[src/rtl/cla4_seq_ctrl_if.sv]
// Request/result bundle for the nibble-serial adder sequencer.
// The master issues operands with start; the slave returns the result with a done pulse.
interface cla4_seq_ctrl_if #(
  parameter int NIBBLES = 4
);
  localparam int W = 4 * NIBBLES;

  logic         start;
  logic         sub;
  logic [W-1:0] a;
  logic [W-1:0] b;
  logic         cin;
  logic         busy;
  logic         done;
  logic [W-1:0] sum;
  logic         cout;
  logic         ovf;
  logic         pg;
  logic         gg;

  modport master (
    output start, sub, a, b, cin,
    input  busy, done, sum, cout, ovf, pg, gg
  );

  modport slave (
    input  start, sub, a, b, cin,
    output busy, done, sum, cout, ovf, pg, gg
  );
endinterface

[src/rtl/cla4_seq_ctrl.sv]
// Nibble-serial add/subtract sequencer built around one 4-bit carry look-ahead slice.
// Operands are latched on start, one nibble is processed per clock LSB-first.

module cla4 (
  input  logic [3:0] A,
  input  logic [3:0] B,
  input  logic       Ci,
  output logic [3:0] S,
  output logic       Co,
  output logic       PG,
  output logic       GG
);
  logic [3:0] p;
  logic [3:0] g;
  logic [3:0] c;

  assign p = A ^ B;
  assign g = A & B;

  assign c[0] = Ci;
  assign c[1] = g[0] | (p[0] & Ci);
  assign c[2] = g[1] | (p[1] & g[0]) | (p[1] & p[0] & Ci);
  assign c[3] = g[2] | (p[2] & g[1]) | (p[2] & p[1] & g[0]) | (p[2] & p[1] & p[0] & Ci);

  assign PG = &p;
  assign GG = g[3] | (p[3] & g[2]) | (p[3] & p[2] & g[1]) | (p[3] & p[2] & p[1] & g[0]);
  assign Co = GG | (PG & Ci);
  assign S  = p ^ c;
endmodule

module cla4_seq_ctrl #(
  parameter int NIBBLES = 4
) (
  input  logic            clk,
  input  logic            reset,
  cla4_seq_ctrl_if.slave  bus
);
  localparam int W  = 4 * NIBBLES;
  localparam int KW = (NIBBLES > 1) ? $clog2(NIBBLES) : 1;
  localparam logic [KW-1:0] K_LAST = KW'(NIBBLES - 1);

  typedef enum logic [1:0] {IDLE, RUN, DONE} state_t;

  state_t         state_reg;
  logic [KW-1:0]  k_reg;
  logic [W-1:0]   a_reg;
  logic [W-1:0]   b_reg;
  logic           carry_reg;
  logic [W-1:0]   result_reg;
  logic           pg_acc_reg;
  logic           gg_acc_reg;
  logic           busy_reg;
  logic           done_reg;
  logic [W-1:0]   sum_reg;
  logic           cout_reg;
  logic           ovf_reg;
  logic           pg_reg;
  logic           gg_reg;

  logic [3:0]     a_nib [NIBBLES];
  logic [3:0]     b_nib [NIBBLES];
  logic [3:0]     cla_s;
  logic           cla_co;
  logic           cla_pg;
  logic           cla_gg;
  logic [W-1:0]   result_next;
  logic           pg_next;
  logic           gg_next;
  logic           accept;

  generate
    for (genvar gi = 0; gi < NIBBLES; gi++) begin : g_nib
      assign a_nib[gi] = a_reg[gi*4 +: 4];
      assign b_nib[gi] = b_reg[gi*4 +: 4];
    end
  endgenerate

  cla4 u_cla4 (
    .A  (a_nib[k_reg]),
    .B  (b_nib[k_reg]),
    .Ci (carry_reg),
    .S  (cla_s),
    .Co (cla_co),
    .PG (cla_pg),
    .GG (cla_gg)
  );

  always_comb begin
    result_next = result_reg;
    for (int i = 0; i < NIBBLES; i++) begin
      if (k_reg == KW'(i)) begin
        result_next[i*4 +: 4] = cla_s;
      end
    end
  end

  assign pg_next = pg_acc_reg & cla_pg;
  assign gg_next = cla_gg | (cla_pg & gg_acc_reg);

  // The edge leaving DONE is the first idle sampling point, giving one op per NIBBLES+1 cycles.
  assign accept = bus.start && ((state_reg == IDLE) || (state_reg == DONE));

  always_ff @(posedge clk) begin
    if (reset) begin
      state_reg  <= IDLE;
      k_reg      <= '0;
      a_reg      <= '0;
      b_reg      <= '0;
      carry_reg  <= 1'b0;
      result_reg <= '0;
      pg_acc_reg <= 1'b0;
      gg_acc_reg <= 1'b0;
      busy_reg   <= 1'b0;
      done_reg   <= 1'b0;
      sum_reg    <= '0;
      cout_reg   <= 1'b0;
      ovf_reg    <= 1'b0;
      pg_reg     <= 1'b0;
      gg_reg     <= 1'b0;
    end else begin
      done_reg <= 1'b0;
      if (accept) begin
        state_reg  <= RUN;
        busy_reg   <= 1'b1;
        k_reg      <= '0;
        a_reg      <= bus.a;
        b_reg      <= bus.sub ? ~bus.b : bus.b;
        carry_reg  <= bus.sub ? 1'b1 : bus.cin;
        pg_acc_reg <= 1'b1;
        gg_acc_reg <= 1'b0;
      end else begin
        case (state_reg)
          RUN: begin
            result_reg <= result_next;
            carry_reg  <= cla_co;
            pg_acc_reg <= pg_next;
            gg_acc_reg <= gg_next;
            k_reg      <= k_reg + KW'(1);
            if (k_reg == K_LAST) begin
              state_reg <= DONE;
              k_reg     <= '0;
              done_reg  <= 1'b1;
              sum_reg   <= result_next;
              cout_reg  <= cla_co;
              pg_reg    <= pg_next;
              gg_reg    <= gg_next;
              ovf_reg   <= (a_reg[W-1] ~^ b_reg[W-1]) & (result_next[W-1] ^ a_reg[W-1]);
            end
          end
          DONE: begin
            state_reg <= IDLE;
            busy_reg  <= 1'b0;
          end
          default: begin
            state_reg <= IDLE;
            busy_reg  <= 1'b0;
          end
        endcase
      end
    end
  end

  assign bus.busy = busy_reg;
  assign bus.done = done_reg;
  assign bus.sum  = sum_reg;
  assign bus.cout = cout_reg;
  assign bus.ovf  = ovf_reg;
  assign bus.pg   = pg_reg;
  assign bus.gg   = gg_reg;
endmodule

[src/flat_wrapper.sv]
// flat-port wrapper written by rule: the top's interface ports become plain ports
module cla4_seq_ctrl_flat 
#(
  parameter int NIBBLES = 4
)
  (clk, reset, bus_start, bus_sub, bus_a, bus_b, bus_cin, bus_busy, bus_done, bus_sum, bus_cout, bus_ovf, bus_pg, bus_gg);
  cla4_seq_ctrl_if #(.NIBBLES(NIBBLES)) bus_i ();
  input  logic clk;
  input  logic reset;
  input wire logic [$bits(bus_i.start)-1:0] bus_start;
  input wire logic [$bits(bus_i.sub)-1:0] bus_sub;
  input wire logic [$bits(bus_i.a)-1:0] bus_a;
  input wire logic [$bits(bus_i.b)-1:0] bus_b;
  input wire logic [$bits(bus_i.cin)-1:0] bus_cin;
  output wire logic [$bits(bus_i.busy)-1:0] bus_busy;
  output wire logic [$bits(bus_i.done)-1:0] bus_done;
  output wire logic [$bits(bus_i.sum)-1:0] bus_sum;
  output wire logic [$bits(bus_i.cout)-1:0] bus_cout;
  output wire logic [$bits(bus_i.ovf)-1:0] bus_ovf;
  output wire logic [$bits(bus_i.pg)-1:0] bus_pg;
  output wire logic [$bits(bus_i.gg)-1:0] bus_gg;
  assign bus_i.start = bus_start;
  assign bus_i.sub = bus_sub;
  assign bus_i.a = bus_a;
  assign bus_i.b = bus_b;
  assign bus_i.cin = bus_cin;
  assign bus_busy = bus_i.busy;
  assign bus_done = bus_i.done;
  assign bus_sum = bus_i.sum;
  assign bus_cout = bus_i.cout;
  assign bus_ovf = bus_i.ovf;
  assign bus_pg = bus_i.pg;
  assign bus_gg = bus_i.gg;
  cla4_seq_ctrl #(.NIBBLES(NIBBLES)) u_core (.clk(clk), .reset(reset), .bus(bus_i));
endmodule
[config.mk]
export PLATFORM = sky130hd
export DESIGN_NAME = cla4_seq_ctrl_flat
export DESIGN_NICKNAME = d
export VERILOG_FILES = /design/src/rtl/cla4_seq_ctrl_if.sv /design/src/rtl/cla4_seq_ctrl.sv /design/src/flat_wrapper.sv
export SDC_FILE = /design/constraint.sdc
export NUM_CORES = 1
export LEC_CHECK = 0
export BUFFER_PORTS_ARGS = -buffer_cell sky130_fd_sc_hd__buf_2
export CORE_MARGIN = 4
export CORE_UTILIZATION = 59
export DETAILED_ROUTE_END_ITERATION = 8
export PLACE_DENSITY = 0.84
export SETUP_SLACK_MARGIN = 0.05
export SLEW_MARGIN = 20
export SYNTH_ARGS = -nofsm -noshare
export SYNTH_HDL_FRONTEND = slang
export SYNTH_SLANG_ARGS = --single-unit
[constraint.sdc]
create_clock -name clk -period 8.1 [get_ports clk]
set_input_delay 1.215 -clock clk [delete_from_list [all_inputs] [get_ports clk]]
set_output_delay 1.215 -clock clk [all_outputs]
set_load 0.005 [all_outputs]
# After elaboration in Yosys (flattened, before gate mapping)
# Index checks and enable logic that the tools add are counted.
word_totals:
  in_bits: 37
  wordCells: 96
  regBits: 77
  output_inout_bits: 22
classes:
  n_bitwise: 38
  n_lt_le_gt_ge: 1
  add_sub_neg: 1
  n_mux: 23
  n_eq_ne: 7
  n_reduce_logical: 10
op_table:
  columns: ["op", "count"]
  rows:
  - ["$mux W4", 8]
  - ["$and A1 B1 Y1", 18]
  - ["$bmux W4 S2", 2]
  - ["$mux W16", 1]
  - ["$not A16 Y16", 1]
  - ["$mux W1", 11]
  - ["$or A1 B1 Y1", 11]
  - ["$xor A4 B4 Y4", 2]
  - ["$eq A2 B2 Y1 const B", 3]
  - ["$and A4 B4 Y4", 1]
  - ["$eq A2 B1 Y1 const B", 2]
  - ["$logic_not A2 Y1", 2]
  - ["$reduce_and A4 Y1", 1]
  - ["$ge A3 B3 Y1 const B", 1]
  - ["$ne A3 B1 Y1 const B", 1]
  - ["$not A2 Y3", 1]
  - ["$reduce_and A3 Y1", 1]
  - ["$reduce_or A3 Y1", 1]
  - ["$add A2 B1 Y2 const B", 1]
  - ["$mux W2", 1]
  - ["$ne A2 B1 Y1 const B", 1]
  - ["$not A1 Y1", 2]
  - ["$reduce_and A2 Y1", 1]
  - ["$reduce_bool A2 Y1", 1]
  - ["5 further kinds", 5]

# Longest topological paths before layout
depth:
  depth_word: 13
  depth_mapped: 8

# Modules after synthesis
# From an unflattened synthesis, not the netlist that was laid out.
hier_totals:
  hier_cells: 336
  area_unflattened_um2: 3280.6
by_module_without_submodules:
  columns: ["module", "cells_per_inst", "n_inst", "area_each_um2"]
  rows:
  - ["cla4_seq_ctrl", 314, 1, 3099.2]
  - ["cla4", 22, 1, 181.4]

# Least setup slack after synthesis
# OpenSTA, ideal clock, no wires.
synth_path:
  kind: "register to register"
  startpoint: "register u_core.k_reg[0]"
  endpoint: "register u_core.ovf_reg (netlist: u_core.bus.ovf)"
  stages_incl_launch_ff: 8
  setup_ps: 88
  setup_slack_ps: 5376
  t_arrival_ps: 2636
  synth_period_minus_slack_ps: 2724
  path_buffers: 1
  required_time_ps: 8012
  cell_sequence: "dfxtp_1 -> buf_2 -> mux4_2 -> ha_1 -> a21oi_2 -> a31oi_1 -> or4_4 -> a311oi_2"
synth_via:
  elab_chain_len: 13
  elab_cells_between_ends: 23
  classes_between: "eq/ne: 1; mux: 7; bitwise: 14; reduce/logical: 1"
synth_lines:
  columns: ["element", "line", "source"]
  rows:
  - ["start, declared", "cla4_seq_ctrl.sv:45", "logic [KW-1:0] k_reg;"]
  - ["start signal, assigned", "cla4_seq_ctrl.sv:138", "k_reg <= k_reg + KW'(1);"]
  - ["$not A2 Y3 (not written as such)", "cla4_seq_ctrl.sv:79, cla4_seq_ctrl.sv:80", null]
  - ["$bmux W4 S2, on equally long branches", "cla4_seq_ctrl.sv:79, cla4_seq_ctrl.sv:80", null]
  - ["$mux W4, on equally long branches (2 in a row)", "cla4_seq_ctrl.sv:79, cla4_seq_ctrl.sv:80", null]
  - ["$xor A4 B4 Y4 or $and A4 B4 Y4 (tied branches)", "cla4_seq_ctrl.sv:17, cla4_seq_ctrl.sv:18", null]
  - ["$and A1 B1 Y1", "cla4_seq_ctrl.sv:23", "assign c[3] = g[2] | (p[2] & g[1]) | (p[2] & p[1] & g[0]) | (p[2] & p[1] & p[0] & Ci);"]
  - ["$or A1 B1 Y1 or $and A1 B1 Y1 (tied branches) (2 in a row)", "cla4_seq_ctrl.sv:23", null]
  - ["$or A1 B1 Y1", "cla4_seq_ctrl.sv:23", null]
  - ["$xor A4 B4 Y4", "cla4_seq_ctrl.sv:28", "assign S = p ^ c;"]
  - ["$mux W4", "cla4_seq_ctrl.sv:91", "if (k_reg == KW'(i)) begin"]
  - ["$xor A1 B1 Y1", "cla4_seq_ctrl.sv:147", "ovf_reg <= (a_reg[W-1] ~^ b_reg[W-1]) & (result_next[W-1] ^ a_reg[W-1]);"]
  - ["$and A1 B1 Y1", "cla4_seq_ctrl.sv:147", null]
  - ["end signal, assigned", "cla4_seq_ctrl.sv:147", null]
  - ["end, declared", "cla4_seq_ctrl.sv:56", "logic ovf_reg;"]
# Several ways; a longest one is shown, not always the timed one. The select of a mux whose other input is x is not followed.
# A chain may end at the register's enable or synchronous reset.

# Worst setup path in the final report
# Same ends and word-level chain as after synthesis.

==> run_results.csv <==
group,metric,value,unit
clock_network,cts_sinks,73,
timing,whs,0.448,ns
timing,fin_ws,5.09,ns
setup_path,cp_max_fo,13,
global_routing,gr-total-overflow,0,
clock_network,cts-hold-fix-buffers,0,
setup_path,start_kind,"flip-flop",
setup_path,slowest_delay,0.74,ns
timing,min_period,3.01,ns
setup_path,crit_buf_inv,0,
setup_path,crit_required,8.37,ns
pwr,power.total,0.759,mW
floorplan,rows,26,
synthesis,syn_area,0.00329,mm2
timing,tightest_slew,0.885,ns
clock_network,cts-resized-gates,0,
detailed_routing,wl,6970,um
detailed_routing,ant_nets,0,
setup_path,slowest_stage,"dfxtp_1",
cells_and_area,fillers,433,
timing,grt_setup_unrepaired,"no",
floorplan,die_w,82.6,um
detailed_routing,wl_per_cell,14.3,um
clock_network,clkLatencyLatePin,0.35,ns
clock_network,cts-buffers-inserted,9,
clock_network,cts_tree,"built",
placed_design,place.gp.congestion,0.804,
synthesis,ys_seq_elements,73,
clock_network,cts_root_buf,"clkbuf_8",
synthesis,syn_avg_cell_area,8.83,um2
global_routing,grt_max_degree,70,
timing,fin_tns_setup,0,ns
cells_and_area,area_delta_synth_final,14.2,%
global_routing,grt_pass1_vias,2527,
placed_design,hpwl,4850,um
detailed_routing,vias,2803,
setup_path,cp.arrival,3.27,ns
setup_path,critPathKind,"reg2reg",
global_routing,grtUsageTotal,22.3,%
pwr,power_density,202,mW/mm2
status,outcome,"completed",
detailed_routing,first_pass_iters,5,
pwr,ir_drop,0.154,mV
floorplan,ios,59,
synthesis,ys_seq_area_share,44.5,%
synthesis,yosys.area.top_type,"dfxtp_1",
floorplan,die-area,0.00683,mm2
pwr,power_leakage,1.47,nW
cells_and_area,num_antenna_cells,0,
timing,finalSetupViolCount,0,
setup_path,path_cells,"mux4_2 -> ha_1 -> a21oi_2 -> a31oi_1 -> or4_4 -> a311oi_2",
synthesis,synth_edf_count,0,
synthesis,yosys_warnings,0,
cells_and_area,utilization,71.6,%
clock_network,post_cts_buffers,0,
synthesis,netlist_top_cells_count,"73 x dfxtp_1, 50 x nand2_1, 45 x a21oi_1",
clock_network,cts_max_path_buffers,2,
synthesis,async_reset_ff_share,0,%
synthesis,yosys-top-cells-area,"dfxtp_1 44%, a21oi_1 6.9%, nand2_1 5.7%",
cells_and_area,fin_nets,458,
global_routing,grt_pass1_wl,11600,um
timing,clock_skew,0.00965,ns
synthesis,synth_ff_type,"dfxtp_1",
synthesis,yosys.cell_count.top_type,"dfxtp_1",
floorplan,die_h,82.6,um
placed_design,place_ws,5.10,ns
job,maxCapViolCount,0,
placed_design,port_buffers,58,
timing,slew_viol_final,0,
global_routing,antenna_found_initial,0,
cells_and_area,drive_above_1_share,21.6,%
detailed_routing,route.detailed.drc,0,
synthesis,synth_top_area_share,44.5,%
floorplan,core_region_area,0.00524,mm2
timing,fmax,332,MHz
synthesis,syn_nets,418,
clock_network,cts_max_level,3,
synthesis,synth_cell_types,42,
timing,fin_crit_sh,37.1,%
detailed_routing,first_iter_violations,125,
synthesis,synth_cells,372,
setup_path,cp_top_family,"flip-flops",
timing,relSlewSlack,40.8,%
timing,hold_violations,0,
floorplan,start_util,62.7,%
clock_network,clk_pin_slew,0.07,ns
min_path,hp-class,"reg2reg",
setup_path,endpoint_kind,"flip-flop",
detailed_routing,vias_per_cell,5.77,
-- placed cells by master (no fill, tap or decap), types with 2 or more instances in the layout --
cell type	netlist	routed
nor3b_1	3	3
nand2b_1	3	3
nand3b_1	4	4
mux2i_1	3	3
nand3_1	14	14
mux4_2	8	8
or3_2	2	2
o211ai_1	4	4
clkinv_2	0	3
o31ai_1	3	3
a21oi_1	45	45
nor4b_1	3	3
inv_1	9	9
nor3_1	3	3
clkbuf_1	20	2
nand2_1	50	50
a211oi_1	22	22
clkbuf_8	0	9
dfxtp_1	73	73
o21ai_0	6	6
nor2_1	36	36
xnor2_1	17	17
a31oi_1	4	4
buf_2	7	58
nand4_1	5	5
ha_1	8	8
-- worst paths after layout --
check / start / endpoint / slack (ns) / cells past startpoint
worst min register to register: u_core.bus.pg / u_core.bus.pg / 0.45 / 2
worst min-delay path: u_core.bus.pg / u_core.bus.pg / 0.45 / 2
worst max register to register: u_core.k_reg[0] / u_core.bus.ovf / 5.09 / 6
worst max-delay path: u_core.k_reg[0] / u_core.bus.ovf / 5.09 / 6
-- power breakdown --
part | internal [mW] | switching [mW] | total (mW)
logic | 0.0445 | 0.0597 | 0.104
registers | 0.375 | 0.0126 | 0.388
clock network | 0.139 | 0.128 | 0.267
-- stage by stage --
| step | cell area (um2) | instances |
|---|---|---|
| global route | 3750 | 486 |
| CTS | 3720 | 485 |
| finish | 3750 | 486 |
| floorplan | 3290 | 372 |
| detailed placement | 3550 | 470 |
| global placement | 3550 | 470 |
-- worst reg2reg max path, cell delays in order (launching register included) --
cell and delay, ns:
dfxtp_1 0.74, mux4_2 0.60, ha_1 0.38, a21oi_2 0.25, a31oi_1 0.18, or4_4 0.50, a311oi_2 0.26
-- per-layer routing --
layer | global-route usage, % | part of all wire, % | wire [um]
met1 | 27.5 | 43 | 3020
met2 | 37.7 | 48 | 3370
met3 | 6.94 | 6.6 | 461
met4 | 5.88 | 1.7 | 115
met5 | 0 | 0 | 0
-- kinds of logic after synthesis --
group | count (synthesis) | synth area share (%)
flip-flops | 73 | 44.5
adder cells (fa/ha/maj) | 9 | 3.66
AND/OR/NAND/NOR | 130 | 18.5
AO/OA/AOI/OAI | 91 | 17.1
buffers and inverters | 40 | 4.99
multiplexers | 11 | 6.40
XOR/XNOR | 18 | 4.80
-- layout make-up --
cell class	instances	area, um2	area share [%]
Clock buffer	11	131	3.50
Clock inverter	4	45.0	1.20
Inverter	9	33.8	0.900
Multi-Input combinational cell	259	1670	44.4
Sequential cell	73	1460	38.9
Tap cell	70	87.6	2.33
Timing Repair Buffer	60	325	8.67
Power figures use the tool's default switching activity.
